<file path="src/rtl/rice_reader_if.sv">
// rice_reader_if
// RAM read bus between the Rice decoder and its word memory.
//   oRamRead    : one-cycle read strobe, driven by the decoder
//   oRamAddress : 16-bit word address, driven by the decoder
//   iRamData    : 16-bit read data, valid one enabled cycle after the strobe
//                 and held by the RAM until the next read
// Modports: master = decoder side, slave = RAM side.
interface rice_reader_if;
    logic        oRamRead;
    logic [15:0] oRamAddress;
    logic [15:0] iRamData;

    modport master (output oRamRead, output oRamAddress, input iRamData);
    modport slave  (input oRamRead, input oRamAddress, output iRamData);
endinterface

</file>
<file path="src/rtl/rice_reader.sv">
// rice_reader
// Rice-code decoder for the residual path. Fetches an MSB-first stream of
// 16-bit words, parses a 4-bit Rice parameter header and iSampleCount codes,
// and emits one un-zigzagged signed residual per oValid pulse.
// Ports:
//   iClock, iReset      : clock, synchronous active-high reset
//   iEnable             : clock enable, low freezes everything
//   iStart              : start pulse, honoured only in IDLE
//   iBaseAddress        : word address of the header word
//   iSampleCount        : number of residuals to decode
//   ram                 : RAM read bus (master side)
//   oValid / oResidual  : one-cycle pulse with signed residual
//   oRiceParam          : k from the header
//   oBusy / oDone       : run in progress / end-of-run pulse
//
// state    | meaning
// ---------+-----------------------------------------------------------
// S_IDLE   | waiting for iStart
// S_HEADER | waiting for 4 bits, then latch k
// S_UNARY  | counting quotient zeros up to the stop bit
// S_BINARY | waiting for k remainder bits, then emit the residual
// S_DONE   | pulse oDone, drop oBusy, discard leftover padding bits
module rice_reader (
    input  logic          iClock,
    input  logic          iReset,
    input  logic          iEnable,
    input  logic          iStart,
    input  logic [15:0]   iBaseAddress,
    input  logic [15:0]   iSampleCount,
    rice_reader_if.master ram,
    output logic          oValid,
    output logic [15:0]   oResidual,
    output logic [3:0]    oRiceParam,
    output logic          oBusy,
    output logic          oDone
);
    typedef enum logic [2:0] {
        S_IDLE,
        S_HEADER,
        S_UNARY,
        S_BINARY,
        S_DONE
    } state_t;

    state_t      r_state;
    logic [31:0] r_buf;
    logic [5:0]  r_vb;
    logic [15:0] r_adr;
    logic [15:0] r_cnt;
    logic [15:0] r_q;
    logic        r_land;
    logic        r_ram_read;
    logic [15:0] r_ram_addr;
    logic        r_valid;
    logic [15:0] r_residual;
    logic [3:0]  r_k;
    logic        r_busy;
    logic        r_done;

    logic [31:0] w_buf;
    logic [5:0]  w_vb;
    logic [5:0]  w_lz;
    logic        w_all_zero;
    logic [5:0]  w_k6;
    logic [15:0] w_rem;
    logic [15:0] w_u;
    logic [15:0] w_res;
    logic [5:0]  w_q_add;
    logic [16:0] w_q_sum;
    logic [15:0] w_q_sat;
    logic [5:0]  w_consume;
    state_t      w_state_next;
    logic [5:0]  w_vb_next;
    logic [31:0] w_buf_next;
    logic        w_active;
    logic        w_issue;

    // Read data is merged into the parse view in the cycle it arrives, so a
    // header word read at N+1 is parsed at N+2 and k is visible at N+3.
    always_comb begin
        w_buf = r_buf;
        w_vb  = r_vb;
        if (r_land) begin
            w_buf = r_buf | ({ram.iRamData, 16'h0000} >> r_vb);
            w_vb  = r_vb + 6'd16;
        end
    end

    // Bits below the valid count are always zero, so a plain leading-zero
    // count over the whole word, compared against vb, detects "no stop bit yet".
    always_comb begin
        w_lz = 6'd32;
        for (int i = 0; i < 32; i++) begin
            if (w_buf[i]) w_lz = 6'(31 - i);
        end
    end

    assign w_all_zero = (w_lz >= w_vb);
    assign w_k6       = {2'b00, r_k};
    assign w_rem      = w_buf[31:16] >> (5'd16 - {1'b0, r_k});
    assign w_u        = (r_q << r_k) | w_rem;
    assign w_res      = (w_u >> 1) ^ {16{w_u[0]}};
    assign w_q_add    = w_all_zero ? w_vb : w_lz;
    assign w_q_sum    = {1'b0, r_q} + {11'b0, w_q_add};
    assign w_q_sat    = w_q_sum[16] ? 16'hFFFF : w_q_sum[15:0];

    always_comb begin
        w_consume    = 6'd0;
        w_state_next = r_state;
        case (r_state)
            S_HEADER: begin
                if (w_vb >= 6'd4) begin
                    w_consume    = 6'd4;
                    w_state_next = (r_cnt == 16'd0) ? S_DONE : S_UNARY;
                end
            end
            S_UNARY: begin
                if (w_all_zero) begin
                    w_consume = w_vb;
                end else begin
                    w_consume    = w_lz + 6'd1;
                    w_state_next = S_BINARY;
                end
            end
            S_BINARY: begin
                if (w_vb >= w_k6) begin
                    w_consume    = w_k6;
                    w_state_next = (r_cnt == 16'd1) ? S_DONE : S_UNARY;
                end
            end
            default: ;
        endcase
    end

    assign w_vb_next  = w_vb - w_consume;
    assign w_buf_next = w_buf << w_consume;
    assign w_active   = (r_state == S_HEADER) || (r_state == S_UNARY) || (r_state == S_BINARY);
    // A read is outstanding while the strobe is up; data landing this cycle
    // is already counted in w_vb_next. No fetch is started for a run that
    // is ending, since those bits would only be discarded.
    assign w_issue    = w_active && (w_state_next != S_DONE) && (w_vb_next <= 6'd16) && !r_ram_read;

    always_ff @(posedge iClock) begin
        if (iReset) begin
            r_state    <= S_IDLE;
            r_buf      <= 32'h0;
            r_vb       <= 6'd0;
            r_adr      <= 16'h0;
            r_cnt      <= 16'h0;
            r_q        <= 16'h0;
            r_land     <= 1'b0;
            r_ram_read <= 1'b0;
            r_ram_addr <= 16'h0;
            r_valid    <= 1'b0;
            r_residual <= 16'h0;
            r_k        <= 4'h0;
            r_busy     <= 1'b0;
            r_done     <= 1'b0;
        end else if (iEnable) begin
            r_valid    <= 1'b0;
            r_done     <= 1'b0;
            r_ram_read <= 1'b0;
            r_land     <= r_ram_read;
            case (r_state)
                S_IDLE: begin
                    if (iStart) begin
                        r_ram_read <= 1'b1;
                        r_ram_addr <= iBaseAddress;
                        r_adr      <= iBaseAddress + 16'd1;
                        r_cnt      <= iSampleCount;
                        r_buf      <= 32'h0;
                        r_vb       <= 6'd0;
                        r_q        <= 16'h0;
                        r_busy     <= 1'b1;
                        r_state    <= S_HEADER;
                    end
                end
                S_HEADER, S_UNARY, S_BINARY: begin
                    r_buf   <= w_buf_next;
                    r_vb    <= w_vb_next;
                    r_state <= w_state_next;
                    if (w_issue) begin
                        r_ram_read <= 1'b1;
                        r_ram_addr <= r_adr;
                        r_adr      <= r_adr + 16'd1;
                    end
                    if (r_state == S_HEADER && w_state_next != S_HEADER) begin
                        r_k <= w_buf[31:28];
                    end
                    if (r_state == S_UNARY) begin
                        r_q <= w_q_sat;
                    end
                    if (r_state == S_BINARY && w_state_next != S_BINARY) begin
                        r_residual <= w_res;
                        r_valid    <= 1'b1;
                        r_q        <= 16'h0;
                        r_cnt      <= r_cnt - 16'd1;
                    end
                end
                S_DONE: begin
                    r_done  <= 1'b1;
                    r_busy  <= 1'b0;
                    r_state <= S_IDLE;
                end
                default: r_state <= S_IDLE;
            endcase
        end
    end

    assign ram.oRamRead    = r_ram_read;
    assign ram.oRamAddress = r_ram_addr;
    assign oValid          = r_valid;
    assign oResidual       = r_residual;
    assign oRiceParam      = r_k;
    assign oBusy           = r_busy;
    assign oDone           = r_done;
endmodule
</file>
<file path="src/flat_wrapper.sv">
// flat-port wrapper written by rule: the top's interface ports become plain ports
module rice_reader_flat 
  (iClock, iReset, iEnable, iStart, iBaseAddress, iSampleCount, oValid, oResidual, oRiceParam, oBusy, oDone, ram_oRamRead, ram_oRamAddress, ram_iRamData);
  rice_reader_if ram_i ();
  input  logic iClock;
  input  logic iReset;
  input  logic iEnable;
  input  logic iStart;
  input  logic [15:0] iBaseAddress;
  input  logic [15:0] iSampleCount;
  output logic oValid;
  output logic [15:0] oResidual;
  output logic [3:0] oRiceParam;
  output logic oBusy;
  output logic oDone;
  output wire logic [$bits(ram_i.oRamRead)-1:0] ram_oRamRead;
  output wire logic [$bits(ram_i.oRamAddress)-1:0] ram_oRamAddress;
  input wire logic [$bits(ram_i.iRamData)-1:0] ram_iRamData;
  assign ram_oRamRead = ram_i.oRamRead;
  assign ram_oRamAddress = ram_i.oRamAddress;
  assign ram_i.iRamData = ram_iRamData;
  rice_reader u_core (.iClock(iClock), .iReset(iReset), .iEnable(iEnable), .iStart(iStart), .iBaseAddress(iBaseAddress), .iSampleCount(iSampleCount), .ram(ram_i), .oValid(oValid), .oResidual(oResidual), .oRiceParam(oRiceParam), .oBusy(oBusy), .oDone(oDone));
endmodule
</file>
<file path="config.mk">
export PLATFORM = sky130hd
export DESIGN_NAME = rice_reader_flat
export DESIGN_NICKNAME = d
export VERILOG_FILES = /design/src/rtl/rice_reader_if.sv /design/src/rtl/rice_reader.sv /design/src/flat_wrapper.sv
export SDC_FILE = /design/constraint.sdc
export NUM_CORES = 1
export LEC_CHECK = 0
export CORE_MARGIN = 3
export CORE_UTILIZATION = 40
export CTS_BUF_LIST = sky130_fd_sc_hd__clkbuf_4
export CTS_CLUSTER_SIZE = 40
export DETAILED_ROUTE_END_ITERATION = 6
export PLACE_DENSITY = 0.64
export SYNTH_ARGS = -nofsm -noshare
export SYNTH_HDL_FRONTEND = slang
export SYNTH_SLANG_ARGS = --single-unit
</file>
<file path="constraint.sdc">
create_clock -name iClock -period 20.5 [get_ports iClock]
set_input_delay 4.1 -clock iClock [delete_from_list [all_inputs] [get_ports iClock]]
set_output_delay 4.1 -clock iClock [all_outputs]
set_load 0.01 [all_outputs]
</file>
==> results.yml, run 1 <==
status:
  outcome: "completed"
timing:
  slew_viol_final: 0
  timing.max_slew.rel_slack: 0.156
  crit_share_post_route: 0.650
  fin_ws_ns: 7.18
  setup_tns_ns: 0
  worst_max_slew_pin_slew_ns: 1.26
  finClkSkew_ns: 0.0379
  report.final.hold_viol_count: 0
  finalCriticalPeriod_ns: 13.32
  max_freq_mhz: 75.1
  grt_setup_unrepaired: "false"
  report.final.setup_viol: 0
setup_path:
  rrSetupSlack_ns: 10.07
  worst-endpoint-required_ns: 20.93
  critical_path_arrival_ns: 13.75
  path_max_fanout: 28
  crit_path_end_kind: "register"
  worst-r2r-cell-count: 31
  critical_path.n_buffers_inverters: 4
  critPathTopFamily: "compound AO/OA/AOI/OAI gates"
  cpPeakStageDelay_ns: 0.87
  rr_startpoint: "u_core.r_vb[1]$_SDFFE_PP0P_"
  critPathSlowestCell: "sky130_fd_sc_hd__nor2_1"
  cp_launch_type: "primary input"
  criticalPathCategory: "primary input to register"
  timing.rr.end: "u_core.ram.oRamAddress[11]$_SDFFE_PP0P_"
synth:
  seq_area_frac_synth: 0.206
  syn_area_per_cell_sq_um: 7.41
  synth_seq_cells: 130
  synth_warnings: 0
  synth.lib_cells_used.distinct: 92
  synth_async_sr_flop_share: 0
  synth_area_sq_um: 12600
  synthCells: 1703
  synth_enable_flop_cells: 0
  ys.flop_type: "sky130_fd_sc_hd__dfxtp_1"
  synth_fp_nets: 1783
global_route:
  grt_pass1_wl_um: 74500
  grt_pass1_vias: 12800
  antenna_found_initial: 1
  grt_max_degree: 64
  gr-usage-all-layers: 0.277
  remaining_global_route_overflow: 0
die:
  placementRows: 64
  design.die.area_sq_um: 33700
  die_w_um: 184
  dieHeight_um: 184
  io_pins: 92
  initial_utilization: 0.409
  area_inside_the_core_boundary_sq_um: 30800
pwr:
  powerDensity_nw_per_um2: 44.0
  power.static_leakage_uw: 0.00498
  power.ir.vdd_worst_mv: 0.0397
detailed_routing:
  drc: 0
  route.antenna.remaining_nets: 0
  wl_per_cell_um: 22.7
  wirelength_um: 48200
  via_per_inst: 6.51
  vias: 13800
  detail_route.iter0.violations: 1473
  first_pass_iters: 6
clock_tree:
  cts_made_buffers: 17
  cts.repair_timing.setup_buffer_count: 0
  cts_hold_buf: 0
  tritoncts: "built"
  max-clock-path-buffers: 2
  worst_skew_pair.late_latency_ns: 0.61
  path_clk_slew_ns: 0.13
  clock-sinks: 130
  cts_root_buf: "sky130_fd_sc_hd__clkbuf_4"
  post_cts.resized_instances: 0
  cts-htree-levels: 4
placement:
  dp_hpwl_um: 35400
  io_buffer_count: 91
  gpl.final_weighted_congestion: 1.03
  dp_slack_ns: 6.75
finish:
  drive_gt1_frac: 0.0789
  synthToLayoutAreaGrowth_pct: 11.0
  finish.net_count: 1791
  mostFrequentLayoutCells: "193 x sky130_fd_sc_hd__nand2_1, 162 x sky130_fd_sc_hd__a21oi_1, 158 x sky130_fd_sc_hd__nor2_1"
  fillCellCount: 3142
  final_common_cell: "sky130_fd_sc_hd__nand2_1"
min_path:
  worstHoldPathCells: 2
  hold_path_startpoint: "u_core.oDone$_SDFFE_PP0P_"
  hold-path-endpoint: "u_core.oDone$_SDFFE_PP0P_"
  hold_path.class: "register to register"
run:
  drv_cap: 0
[worst max-delay path by stage]
stage / from / endpoint / slack, ns / depth (start not counted)
after floorplan: ram_iRamData[6] / u_core.ram.oRamAddress[15]$_SDFFE_PP0P_ / 9.39 / 30
after global placement: ram_iRamData[15] / u_core.ram.oRamAddress[9]$_SDFFE_PP0P_ / 7.02 / 30
after detailed placement: ram_iRamData[15] / u_core.ram.oRamAddress[8]$_SDFFE_PP0P_ / 6.75 / 30
after CTS: ram_iRamData[15] / u_core.ram.oRamAddress[8]$_SDFFE_PP0P_ / 7.45 / 30
after global routing: ram_iRamData[10] / u_core.ram.oRamAddress[12]$_SDFFE_PP0P_ / 6.65 / 31
final: ram_iRamData[15] / u_core.ram.oRamAddress[11]$_SDFFE_PP0P_ / 7.18 / 30
[logic make-up after synthesis]
logic type,synth area share
buffers and inverters,0.0545
xor gates and xnor gates,0.0298
and+or+nand+nor,0.217
DFF,0.206
muxes,0.141
adders and majority gates,0.0290
AOI/OAI and AO/OA,0.323
[sequential cells by signal, summed over array words and instances, names as in the netlist]
signal and flops:
u_core.oValid 1, u_core.r_q 16, u_core.oResidual 16, u_core.ram.oRamAddress 16
u_core.ram.oRamRead 1, u_core.r_land 1, u_core.r_state 3, u_core.oRiceParam 4
u_core.r_vb 6, u_core.r_adr 16, u_core.oBusy 1, u_core.r_cnt 16
u_core.r_buf 32, u_core.oDone 1
[stage by stage]
| stage | hold WS, ns | instances | utilization | power (uW) | instance area [sq um] |
|---|---|---|---|---|---|
| CTS | 0.476 | 2119 | 0.454 | 620 | 14000 |
| detailed placement | 0.453 | 2088 | 0.444 | 414 | 13700 |
| global route | 0.515 | 2120 | 0.454 | 645 | 14000 |
| global placement | 0.443 | 2088 | 0.444 | 413 | 13700 |
| finish | 0.471 | 2120 | 0.454 | 616 | 14000 |
| floorplan | 0.426 | 1703 | - | 366 | 12600 |
[cells in the mapped netlist, drive strengths merged (15+ instances only)]
| cell | number | area share |
|---|---|---|
| nand2 | 193 | 0.057 |
| a21oi | 165 | 0.066 |
| nor2 | 161 | 0.048 |
| dfxtp | 130 | 0.21 |
| mux2i | 117 | 0.094 |
| clkbuf | 89 | 0.026 |
| o21ai | 87 | 0.035 |
| nand3 | 53 | 0.021 |
| nor3 | 51 | 0.021 |
| a211oi | 50 | 0.030 |
| a22oi | 45 | 0.027 |
| buf | 38 | 0.016 |
| inv | 35 | 0.011 |
| xnor2 | 28 | 0.019 |
| a21o | 27 | 0.016 |
| a31oi | 27 | 0.015 |
| mux2 | 27 | 0.024 |
| ha | 26 | 0.026 |
| o22ai | 22 | 0.011 |
| o221ai | 21 | 0.015 |
| a311oi | 19 | 0.014 |
| and3 | 18 | 0.0089 |
| nor2b | 18 | 0.0089 |
| o211ai | 18 | 0.011 |
| nand2b | 15 | 0.0074 |
| xor2 | 15 | 0.010 |
[area by class of cell]
cell class	instances	area, sq um	share of cell area
timing repair buffer	116	1100	0.0782
tap	396	495	0.0354
sequential	130	2600	0.186
clock buffer	17	128	0.00911
clock inverter	14	179	0.0128
inverter	37	146	0.0104
antenna	1	2.50	0.000179
multi-input combinational	1409	9360	0.668
[worst register-to-register path: cells and delay by family, from the launching register on]
family	cells	cell delay [ns]
AOI/OAI and AO/OA	15	4.38
and+or+nand+nor	6	2.27
buffers and inverters	4	1.03
muxes	2	0.93
DFF	1	0.82
adders and majority gates	3	0.76
xor gates and xnor gates	1	0.10
[layer usage]
metal	global-route usage	wire length (um)
met5	0	0
met4	0.0929	1550
met3	0.0578	3990
met2	0.439	21500
met1	0.377	21200
[power by group]
group / internal (uW) / switching, uW
combinational: 53.7 / 88.1
clock: 86.0 / 118
sequential: 261 / 9.20
total: 401 / 215
No activity file was read; power rests on OpenSTA's default activity.
==> run 2: changes to the inputs <==
clock period = 13.6 ns   (was 20.5 ns; I/O delays follow)
==> run 2 against run 1 <==
Routed wire length rose by 0.11%. Core utilization fell by 0.13 points. Via count fell by 0.30%. First-iteration DRC count rose by 3.3%. Sequential cell count did not move. Critical path depth rose by 1. Count of clock-buffer cells in the layout did not move. Cell count barely moved. Non-clock buffer count fell by 1. Global-route usage fell by 0.13 points. Clock skew barely moved. Critical path type unchanged.
==> results.yml, run 2 (same netlist as run 1, synthesis figures left out) <==
status:
  outcome: "completed"
min_path:
  hold_path.class: "register to register"
  worstHoldPathCells: 2
detailed_routing:
  drc: 0
  wirelength_um: 48300
  first_pass_iters: 7
  vias: 13800
  route.antenna.remaining_nets: 0
  detail_route.iter0.violations: 1521
  via_per_inst: 6.49
  wl_per_cell_um: 22.8
clock_tree:
  cts.repair_timing.setup_buffer_count: 0
  tritoncts: "built"
  post_cts.resized_instances: 0
  cts_made_buffers: 17
  cts-htree-levels: 4
  cts_hold_buf: 0
  path_clk_slew_ns: 0.16
  max-clock-path-buffers: 2
  cts_root_buf: "sky130_fd_sc_hd__clkbuf_4"
  clock-sinks: 130
  worst_skew_pair.late_latency_ns: 0.59
finish:
  largest_register_ffs: 32
  synthToLayoutAreaGrowth_pct: 10.7
  final_core_utilization: 0.453
  final_common_cell: "sky130_fd_sc_hd__nand2_1"
  max_flop_register: "u_core.r_buf"
  count_of_placed_standard_cells_in_the_final_layout_fillers_left_out: 2121
  finish.net_count: 1790
  mostFrequentLayoutCells: "193 x sky130_fd_sc_hd__nand2_1, 162 x sky130_fd_sc_hd__a21oi_1, 158 x sky130_fd_sc_hd__nor2_1"
  drive_gt1_frac: 0.0795
  fillCellCount: 3079
pwr:
  power.ir.vdd_worst_mv: 0.0453
  power.static_leakage_uw: 0.00495
  powerDensity_nw_per_um2: 64.7
timing:
  report.final.setup_viol: 0
  setup_tns_ns: 0
  worst_max_slew_pin_slew_ns: 1.35
  report.final.hold_viol_count: 0
  slew_viol_final: 0
  grt_setup_unrepaired: "false"
  finClkSkew_ns: 0.0384
  max_freq_mhz: 83.4
  crit_share_post_route: 0.882
  timing.max_slew.rel_slack: 0.0952
  finalCriticalPeriod_ns: 11.99
global_route:
  grt_max_degree: 62
  grt_pass1_wl_um: 74300
  grt_pass1_vias: 12900
  remaining_global_route_overflow: 0
  antenna_found_initial: 1
  gr-usage-all-layers: 0.276
setup_path:
  cpPeakStageDelay_ns: 0.86
  worst-endpoint-required_ns: 14.02
  critPathSlowestCell: "sky130_fd_sc_hd__nor2_1"
  critical_path.n_buffers_inverters: 4
  path_depth: 31
  criticalPathCategory: "primary input to register"
  critPathTopFamily: "compound AO/OA/AOI/OAI gates"
  worst-r2r-cell-count: 31
  crit_path_end_kind: "register"
  path_max_fanout: 28
  cp_launch_type: "primary input"
  critical_path_arrival_ns: 12.41
die:
  design.die.area_sq_um: 33700
  initial_utilization: 0.409
  area_inside_the_core_boundary_sq_um: 30800
  io_pins: 92
  dieHeight_um: 184
  placementRows: 64
  die_w_um: 184
placement:
  io_buffer_count: 91
  gpl.final_weighted_congestion: 1.04
  dp_hpwl_um: 35200
  post-place-cells: 2087
run:
  drv_cap: 0
[run 2: layout make-up]
type | count | area [sq um] | share of cell area
Multi-Input combinational cell | 1409 | 9360 | 0.670
Sequential cell | 130 | 2600 | 0.186
Timing Repair Buffer | 115 | 1090 | 0.0779
Tap cell | 396 | 495 | 0.0355
Inverter | 37 | 146 | 0.0105
Clock inverter | 15 | 143 | 0.0102
Clock buffer | 17 | 128 | 0.00914
Antenna cell | 2 | 5.00 | 0.000358
[run 2: worst register-to-register path: cells and delay by family, from the launching register on]
| family | cells | cell delay, ns |
|---|---|---|
| multiplexers | 2 | 0.95 |
| AO/OA/AOI/OAI | 15 | 4.53 |
| adder cells (fa/ha/maj) | 3 | 0.76 |
| flip-flops | 1 | 0.52 |
| XOR/XNOR | 1 | 0.10 |
| buffers and inverters | 4 | 1.11 |
| AND/OR/NAND/NOR | 6 | 2.29 |
[run 2: per-layer routing]
layer / vias to the layer above / track usage / wire, um
met5: - / 0 / 0
met2: 674 / 0.435 / 21400
li1: 6462 / - / -
met4: 0 / 0.102 / 1710
met1: 6504 / 0.382 / 21300
met3: 119 / 0.0439 / 3820
[run 2: report_power, final]
group,total [uW],internal [uW],switching (uW)
registers,408,394,14.3
clock network,283,81.7,201
logic,212,80.6,132
[run 2: through the flow]
step	hold slack, ns	total power [uW]	instance area, sq um	setup WS [ns]
6_report	0.486	904	14000	1.61
5_1_grt	0.507	947	14000	1.05
4_1_cts	0.485	908	14000	1.92
3_5_place_dp	0.456	624	13700	1.35
3_3_place_gp	0.450	622	13700	1.58
2_1_floorplan	0.426	551	12600	3.87
[run 2: final timing paths]
path,slack [ns],startpoint,end
worst max-delay path,1.61,ram_iRamData[12],u_core.ram.oRamAddress[6]$_SDFFE_PP0P_
worst min-delay path,0.49,u_core.oDone$_SDFFE_PP0P_,u_core.oDone$_SDFFE_PP0P_
worst max register to register,3.19,u_core.r_vb[1]$_SDFFE_PP0P_,u_core.ram.oRamAddress[6]$_SDFFE_PP0P_
worst min register to register,0.49,u_core.oDone$_SDFFE_PP0P_,u_core.oDone$_SDFFE_PP0P_
==> RTL change, RTL diff (config.mk and constraints of run 1) <==
Reset style: asynchronous (`iReset`), changed in one clocked block. Comments in the files are not updated.
--- a/src/rtl/rice_reader.sv
+++ b/src/rtl/rice_reader.sv
@@ -141,5 +141,5 @@
     assign w_issue    = w_active && (w_state_next != S_DONE) && (w_vb_next <= 6'd16) && !r_ram_read;
 
-    always_ff @(posedge iClock) begin
+    always_ff @(posedge iClock or posedge iReset) begin
         if (iReset) begin
             r_state    <= S_IDLE;
Formal check against the unedited RTL: differs if iReset is asserted again (counterexample within 4 cycles, from zero or initial values and one cycle with iReset high); with iReset held inactive, the same outputs for 4 cycles.
==> RTL change against run 1 <==
  * Worst setup slack worse by 0.18 ns
  * Area after synthesis is 2.9% higher
  * Cell area is 3.3% higher
  * Sequential cell count stayed put
  * First-iteration DRC count is 6.0% lower
  * Routed wire length is 5.9% lower
  * Non-clock buffer count is 5 lower
  * Clock skew is 0.0062 ns lower
  * Count of clock-buffer cells in the layout is 3 higher
  * Critical endpoint is now u_core.r_adr[10]
Power is left out: it rests on default switching activity, and per cell area and clock period it moved more than threefold.
==> RTL change: results (changes against run 1) <==
* Outcome: completed
* Initial antenna violation count at 2 (+1)
* Reg2reg start: u_core.r_vb[1]
* Wire length on met2 at 20200 um (-6.3%)
* FF-to-FF setup slack at 10.04 ns (-0.03 ns)
* Routability cong. at 0.992 (-4.0%)
* Sequential share of the synthesized area at 25.1% (+4.4 points)
* FFs w/ async S/R, synth at 100% (+100 points)
* Multiplexer share of the synthesized area at 14.4% (+0.34 points)
* HPWL after detailed placement at 33500 um (-5.3%)
* Vias post-DR at 13100 (-5.1%)
* Post-synthesis xor/xnor area fraction at 2.89% (-0.092 points)
* Drt first pass iters at 5 (-1)
* Hold Path Sink: u_core.oResidual[2]
* Met3 WL at 3460 um (-13%)
* Complex-gate fraction of the synthesized area at 29.4% (-2.9 points)
* Post-synth cell types at 116 (+26%)
* Pin count of the biggest net entering global routing at 78 (+22%)
* Worst-path clk slew at 0.11 ns (-0.02 ns)
* GR Util met2 at 39.9% (-4.1 points)
* Routing usage on met1 at 37.6% (-0.18 points)
* Adder-cell area share of the yosys netlist at 2.81% (-0.080 points)
* Hold Startpoint: u_core.oResidual[2]
* Main flop type after synthesis: dfrtp_1
* Met3 Resource Use GR at 4.34% (-1.4 points)
* Clock latency on the worst-skew pair at 0.59 ns (-0.02 ns)
* DP Area at 0.0141 mm^2 (+3.1%)
* # fillers at 3150 (+0.25%)
* Critical Path AT at 13.91 ns (+0.16 ns)
* WL final at 45300 um (-5.9%)
* Setup crit end: u_core.r_adr[10]
[RTL change: cell types whose count changed in the layout (fill, tap and decap cells not counted), sizes merged, moves of 37 or more]
| cell | run 1 | this run |
|---|---|---|
| nor2 | 161 | 122 |
| dfrtp | 0 | 130 |
| dfxtp | 130 | 0 |
| nand2 | 193 | 156 |
| a21oi | 165 | 104 |
[RTL change: stage by stage]
| stage | setup slack [ns] | util [%] | std cells |
|---|---|---|---|
| after floorplan | 9.31 | - | 1565 |
| after global placement | 6.85 | 44.4 | 2006 |
| after detailed placement | 6.63 | 44.4 | 2006 |
| after CTS | 7.23 | 45.5 | 2038 |
| after global routing | 6.30 | 45.5 | 2039 |
| final | 7.00 | 45.5 | 2039 |
[RTL change: layout make-up]
cell class	instances	share of cell area [%]
antenna	1	0.0173
tap	435	3.76
clock inverter	12	1.41
timing repair buffer	111	7.33
multi-input combinational	1289	62.8
inverter	41	1.15
clock buffer	20	1.04
sequential	130	22.5
